File: config.mk
export PLATFORM = sky130hd
export DESIGN_NAME = fir_xifu_id_queue
export DESIGN_NICKNAME = d
export VERILOG_FILES = /design/src/rtl/fir_xifu_id_queue.sv
export SDC_FILE = /design/constraint.sdc
export NUM_CORES = 1
export LEC_CHECK = 0
export CORE_MARGIN = 2
export CORE_UTILIZATION = 41
export DETAILED_ROUTE_END_ITERATION = 16
export HOLD_SLACK_MARGIN = 0.05
export SYNTH_ARGS = -nofsm -noshare
export SYNTH_HDL_FRONTEND = slang
export SYNTH_SLANG_ARGS = --single-unit
File: constraint.sdc
create_clock -name clk_i -period 8.4 [get_ports clk_i]
set_input_delay 2.1 -clock clk_i [delete_from_list [all_inputs] [get_ports clk_i]]
set_output_delay 2.1 -clock clk_i [all_outputs]
set_load 0.01 [all_outputs]
File: src/rtl/fir_xifu_id_queue.sv
// fir_xifu_id_queue: XIF issue decode plus DEPTH-entry in-order queue toward the FIR EX stage.
// Define FIR_XIFU_ID_QUEUE_BYPASS_EN to forward an issue straight to EX when the queue is empty.
module fir_xifu_id_queue #(
   parameter int XLEN     = 32,
   parameter int ID_WIDTH = 4,
   parameter int DEPTH    = 4
) (
   input  logic                       clk_i,
   input  logic                       rst_ni,
   input  logic                       clear_i,
   input  logic                       issue_valid_i,
   output logic                       issue_ready_o,
   input  logic [31:0]                issue_instr_i,
   input  logic [XLEN-1:0]            issue_rs0_i,
   input  logic [ID_WIDTH-1:0]        issue_id_i,
   output logic                       issue_accept_o,
   output logic                       issue_writeback_o,
   output logic                       issue_loadstore_o,
   input  logic                       commit_valid_i,
   input  logic [ID_WIDTH-1:0]        commit_id_i,
   input  logic                       commit_kill_i,
   output logic                       ex_valid_o,
   input  logic                       ex_ready_i,
   output logic [1:0]                 ex_instr_o,
   output logic [XLEN-1:0]            ex_base_o,
   output logic [XLEN-1:0]            ex_offset_o,
   output logic [4:0]                 ex_rs1_o,
   output logic [4:0]                 ex_rs2_o,
   output logic [4:0]                 ex_rd_o,
   output logic [ID_WIDTH-1:0]        ex_id_o,
   output logic [$clog2(DEPTH):0]     count_o
);
   localparam int AW = $clog2(DEPTH);
   localparam logic [6:0] INSTR_OPCODE = 7'b0001011;
   localparam logic [2:0] F3_XFIRLW   = 3'b000;
   localparam logic [2:0] F3_XFIRSW   = 3'b001;
   localparam logic [2:0] F3_XFIRDOTP = 3'b010;
   localparam logic [AW:0] FULL_CNT   = (AW+1)'(DEPTH);

   typedef enum logic [1:0] {INSTR_INVALID, INSTR_XFIRLW, INSTR_XFIRSW, INSTR_XFIRDOTP} fir_xifu_instr_t;

   typedef struct packed {
      fir_xifu_instr_t     instr;
      logic [XLEN-1:0]     base;
      logic [XLEN-1:0]     offset;
      logic [4:0]          rs1;
      logic [4:0]          rs2;
      logic [4:0]          rd;
      logic [ID_WIDTH-1:0] id;
      logic                killed;
   } entry_t;

   entry_t          q [DEPTH];
   logic [DEPTH-1:0] vld;
   logic [AW-1:0]   wr_ptr, rd_ptr;
   logic [AW:0]     count;
   fir_xifu_instr_t dec;
   logic [11:0]     imm;
   entry_t          new_e, head, out;
   logic            kill, empty, push, push_q, pop_q, q_valid;

   assign kill = commit_valid_i & commit_kill_i;
   assign dec  = !(issue_valid_i && issue_instr_i[6:0] == INSTR_OPCODE) ? INSTR_INVALID :
                 issue_instr_i[14:12] == F3_XFIRLW   ? INSTR_XFIRLW :
                 issue_instr_i[14:12] == F3_XFIRSW   ? INSTR_XFIRSW :
                 issue_instr_i[14:12] == F3_XFIRDOTP ? INSTR_XFIRDOTP : INSTR_INVALID;
   assign imm  = dec == INSTR_XFIRSW ? {issue_instr_i[31:25], issue_instr_i[11:7]} : issue_instr_i[31:20];

   assign issue_accept_o    = dec != INSTR_INVALID;
   assign issue_writeback_o = issue_accept_o && dec != INSTR_XFIRDOTP;
   assign issue_loadstore_o = issue_writeback_o;
   assign issue_ready_o     = count != FULL_CNT;

   assign new_e.instr  = dec;
   assign new_e.base   = issue_rs0_i;
   assign new_e.offset = {{(XLEN-12){imm[11]}}, imm};
   assign new_e.rs1    = issue_instr_i[19:15];
   assign new_e.rs2    = issue_instr_i[24:20];
   assign new_e.rd     = issue_instr_i[11:7];
   assign new_e.id     = issue_id_i;
   assign new_e.killed = kill && commit_id_i == issue_id_i;

   assign empty   = count == '0;
   assign head    = q[rd_ptr];
   assign push    = issue_valid_i & issue_ready_o & issue_accept_o;
   assign q_valid = !empty & !head.killed;
   // A killed head drains in one cycle whether or not EX is ready.
   assign pop_q   = !empty & (head.killed | ex_ready_i);

`ifdef FIR_XIFU_ID_QUEUE_BYPASS_EN
   logic byp;
   assign byp        = empty & push;
   assign out        = byp ? new_e : empty ? '0 : head;
   assign ex_valid_o = byp ? !new_e.killed : q_valid;
   assign push_q     = push & !(byp & ex_ready_i & !new_e.killed);
`else
   assign out        = empty ? '0 : head;
   assign ex_valid_o = q_valid;
   assign push_q     = push;
`endif

   assign ex_instr_o  = out.instr;
   assign ex_base_o   = out.base;
   assign ex_offset_o = out.offset;
   assign ex_rs1_o    = out.rs1;
   assign ex_rs2_o    = out.rs2;
   assign ex_rd_o     = out.rd;
   assign ex_id_o     = out.id;
   assign count_o     = count;

   always_ff @(posedge clk_i or negedge rst_ni) begin
      if (!rst_ni) begin
         wr_ptr <= '0;
         rd_ptr <= '0;
         count  <= '0;
         vld    <= '0;
         for (int i = 0; i < DEPTH; i++) q[i] <= '0;
      end else if (clear_i) begin
         wr_ptr <= '0;
         rd_ptr <= '0;
         count  <= '0;
         vld    <= '0;
         for (int i = 0; i < DEPTH; i++) q[i].killed <= 1'b0;
      end else begin
         if (kill)
            for (int i = 0; i < DEPTH; i++)
               if (vld[i] && q[i].id == commit_id_i) q[i].killed <= 1'b1;
         if (pop_q) begin
            vld[rd_ptr] <= 1'b0;
            rd_ptr      <= rd_ptr + 1'b1;
         end
         if (push_q) begin
            q[wr_ptr]   <= new_e;
            vld[wr_ptr] <= 1'b1;
            wr_ptr      <= wr_ptr + 1'b1;
         end
         count <= count + (AW+1)'(push_q) - (AW+1)'(pop_q);
      end
   end
endmodule

==> reports/qor.txt <==
OUTCOME
--------------------------------------------------------------------------------------
Status                                                                       completed

FINISH
--------------------------------------------------------------------------------------
Count of nets after finishing                                                     1079
Area growth from synthesis to layout                                             20.9%
Share of final-layout standard cells stronger than drive strength 1              40.1%
Non-filler instance count after layout                                            1459
Filler instances                                                                  2849
Final design utilization                                                         50.0%

FLOORPLANNING
--------------------------------------------------------------------------------------
Initial Utilization                                                              41.3%
Width of the chip                                                               187 um
Die area                                                                  0.0350 sq mm
Number of placement rows                                                            67
Number of top-level design ports                                                   172
Core Box Area                                                             0.0333 sq mm
Vertical die dimension                                                          187 um

CLOCK TREE
--------------------------------------------------------------------------------------
Insertion delay of the later-clocked pin in the worst-skew pair                0.55 ns
Clock slew at the register clock pins of the worst setup and hold paths        0.06 ns
Inserted Clock Buffers                                                              31
Post-CTS resize count                                                                0
Root cell of the clock tree                                                  clkbuf_16
Count of hold-fix buffers inserted at cts                                            0
Maximum clock insertion buffer count                                                 3
H-tree levels                                                                        1
Number of post-CTS setup repair buffers                                              0
Sink count of the clock tree                                                       275
Clock tree from TritonCTS                                                        built

STA
--------------------------------------------------------------------------------------
Setup repair after global routing missed its margin                                 no
Total count of max-transition violations in the final report                         0
Final setup violation count                                                          0
Share of the clock period used by the worst path after layout                    74.7%
Worst-Margin Slew                                                              1.10 ns
Fin crit period                                                                6.28 ns
Max Clk Rate                                                                 0.159 GHz
Smallest setup slack after layout                                              2.12 ns
Post-route clock skew                                                       0.00691 ns
Slew HR                                                                          27.0%
Number of hold violations in the final report                                        0
Setup_tns                                                                         0 ns

SETUP PATH
--------------------------------------------------------------------------------------
Number of cells on the worst reg-to-reg path                                        11
CP required                                                                    6.30 ns
Worst setup path start                                                    issue_instr_i[3]
Maximum fanout count along the critical path                                         6
WS Path Type                                                                 in -> out
Crit path arrival time                                                         4.18 ns
Critical Path Start Type                                                     input pin
Setup crit end                                                            issue_writeback_o
Worst flop-to-flop path endpoint                                          count_o[2]$_DFF_PN0_
Setup crit end kind                                                        output port
Origin of the critical flop-to-flop path                                  count_o[1]$_DFF_PN0_
Internal reg-to-reg setup slack                                                5.04 ns

LOGIC SYNTHESIS
--------------------------------------------------------------------------------------
Sequential element share of the synthesized area                                 50.0%
Distinct cells, synth                                                               34
Mean area per synthesized cell                                              16.1 sq um
Post-synthesis sequential element count                                            275
Synth Net Count                                                                    946
Synth Instances                                                                    854
Total number of yosys warnings                                                       0
Post-Syn Area                                                             0.0138 sq mm

DRT
--------------------------------------------------------------------------------------
Average detailed-routed wire length per instance                               21.2 um
Overall via count from detail_route                                               7497
Via density per instance                                                          5.14
Number of DRC markers in iteration 0                                               410
First-pass DRT Iterations                                                            4
DRC violation count after routing                                                    0
Final Routed Wirelength                                                       30900 um
Number of nets with antenna violations after routing                                 0

HOLD PATH
--------------------------------------------------------------------------------------
Beginning of the worst hold path                                          q[158]$_DFFE_PN0P_
Worst hold path type                                                        reg -> reg

GRT
--------------------------------------------------------------------------------------
Pin count of the biggest net entering global routing                               168
Overall fraction of global-route tracks in use                                   17.8%
Number of global-route vias before repair                                         8092
Global-route wire length before repair                                        49500 um
Antenna violations before repair                                                     3
Remaining global-route overflow                                                      0

POWER
--------------------------------------------------------------------------------------
Power density over the cells                                               198 mW/mm^2
Comb power frac                                                                  14.0%
Worst vdd ir                                                                    204 uV
Internal power summed over all cells                                           2420 uW
Lkg Pwr                                                                     0.00752 uW
Share of power burned in registers                                               43.0%
Switching power as a share of total power                                        26.6%
Part of the power in the clock network                                           43.0%
Net switching power                                                             877 uW

RUN
--------------------------------------------------------------------------------------
# Max-Cap Violations                                                                 0

PLACEMENT
--------------------------------------------------------------------------------------
Detailed Place HPWL                                                           18200 um
Buffers added on ports                                                             171
Global placer's final weighted congestion                                        0.720
# placed instances                                                                1402
Post-place setup slack                                                         2.11 ns

[per-layer routing]
metal  GRT usage [%]  wire (um)  part of all wire, %  up-vias
li1                -          -                    -     3315
met4            4.09        656                  2.1        4
met3            3.38       1410                  4.6       39
met5               0         23                0.074        -
met2            27.3      14000                   45      148
met1            26.3      14800                   48     3991
[synthesized netlist by cell type]
cell      count  share of area [%]
dfrtp_1     275                 50
mux2_4      176                 19
mux2_2       89                7.3
mux4_2       66                 11
and2_1       65                3.0
buf_6        23                1.9
buf_4        21                1.1
clkbuf_1     16               0.44
xor2_1       16                1.0
buf_2        14               0.51
ha_1         12                1.1
nand2_1      12               0.33
inv_1         9               0.25
nor2_1        9               0.25
xnor2_1       9               0.57
buf_1         5               0.14
nand3_1       5               0.18
a31o_2        4               0.25
a32oi_1       4               0.25
and2_4        4               0.25
nor4_1        4               0.18
nor2b_1       3               0.14
mux2i_1       2               0.15
a41oi_1       1              0.064
and4_4        1              0.082
clkinv_1      1              0.027
fa_1          1               0.15
nand3b_1      1              0.055
nand4_1       1              0.046
nor3_1        1              0.036
nor4bb_1      1              0.073
o21a_1        1              0.055
or3_1         1              0.046
or3b_4        1              0.082
[worst max-delay path, stage by stage]
cell	delay (ns)
clkdlybuf4s50_1	0.44
nor4bb_1	0.25
nand4_1	0.15
nor2_1	0.32
inv_1	0.08
ha_1	0.30
clkdlybuf4s50_1	0.53
[power by group through the flow]
stage | registers [uW] | logic, uW | clock network [uW]
floorplan | 1380 | 314 | 0
global placement | 1450 | 476 | 0
detailed placement | 1450 | 480 | 0
CTS | 1420 | 481 | 1460
global route | 1430 | 506 | 1510
finish | 1420 | 462 | 1420
[metrics by stage]
step                      area [sq um]  hold WS (ns)  total power [uW]
after floorplan                  13800         0.475              1690
after global placement           15600         0.484              1920
after detailed placement         15600         0.489              1930
after CTS                        16600         0.503              3360
after global routing             16600         0.512              3440
final                            16600         0.501              3300
[sequential cells by signal (all words and copies together) (netlist names)]
| register | cells |
|---|---|
| q | 264 |
| vld | 4 |
| count_o | 3 |
| rd_ptr | 2 |
| wr_ptr | 2 |
[kinds of logic (layout without fill, tap and decap cells)]
family	count (synthesis)	in the layout	share of synthesized area [%]
multiplexers	333	333	37.4
flip-flops	275	275	50.0
AND/OR/NAND/NOR	109	109	4.70
buffers and inverters	89	245	4.38
XOR/XNOR	25	25	1.59
adder cells (fa/ha/maj)	13	13	1.24
AO/OA/AOI/OAI	10	10	0.627
other	0	1	0
[cell type report]
cell class | instances | area, sq um | share of cell area [%]
flip-flops and latches | 275 | 6890 | 41.4
multi-input cells | 490 | 6270 | 37.7
repair buffers | 179 | 1790 | 10.8
clock buffers | 47 | 956 | 5.75
well taps | 448 | 561 | 3.37
clock inverters | 9 | 124 | 0.745
inverters | 10 | 37.5 | 0.226
diodes | 1 | 2.50 | 0.0150
[cells in the final DEF, fill, tap and decap left out, types with 7 or more instances in the layout]
master | netlist | routed
nand2_1 | 12 | 12
ha_1 | 12 | 12
mux2_2 | 89 | 89
inv_1 | 9 | 9
clkbuf_8 | 0 | 12
buf_4 | 21 | 7
mux2_4 | 176 | 176
mux4_2 | 66 | 66
xnor2_1 | 9 | 9
and2_1 | 65 | 65
xor2_1 | 16 | 16
clkdlybuf4s50_1 | 0 | 170
nor2_1 | 9 | 9
clkbuf_16 | 0 | 31
dfrtp_1 | 275 | 273
[worst min path at each step]
stage | to | slack [ns] | depth (start not counted)
finish | q[158]$_DFFE_PN0P_ | 0.50 | 1
global route | q[138]$_DFFE_PN0P_ | 0.51 | 1
CTS | q[167]$_DFFE_PN0P_ | 0.50 | 1
detailed placement | q[141]$_DFFE_PN0P_ | 0.49 | 1
global placement | q[164]$_DFFE_PN0P_ | 0.48 | 1
floorplan | q[157]$_DFFE_PN0P_ | 0.48 | 1
(Power assumes the default switching activity.)
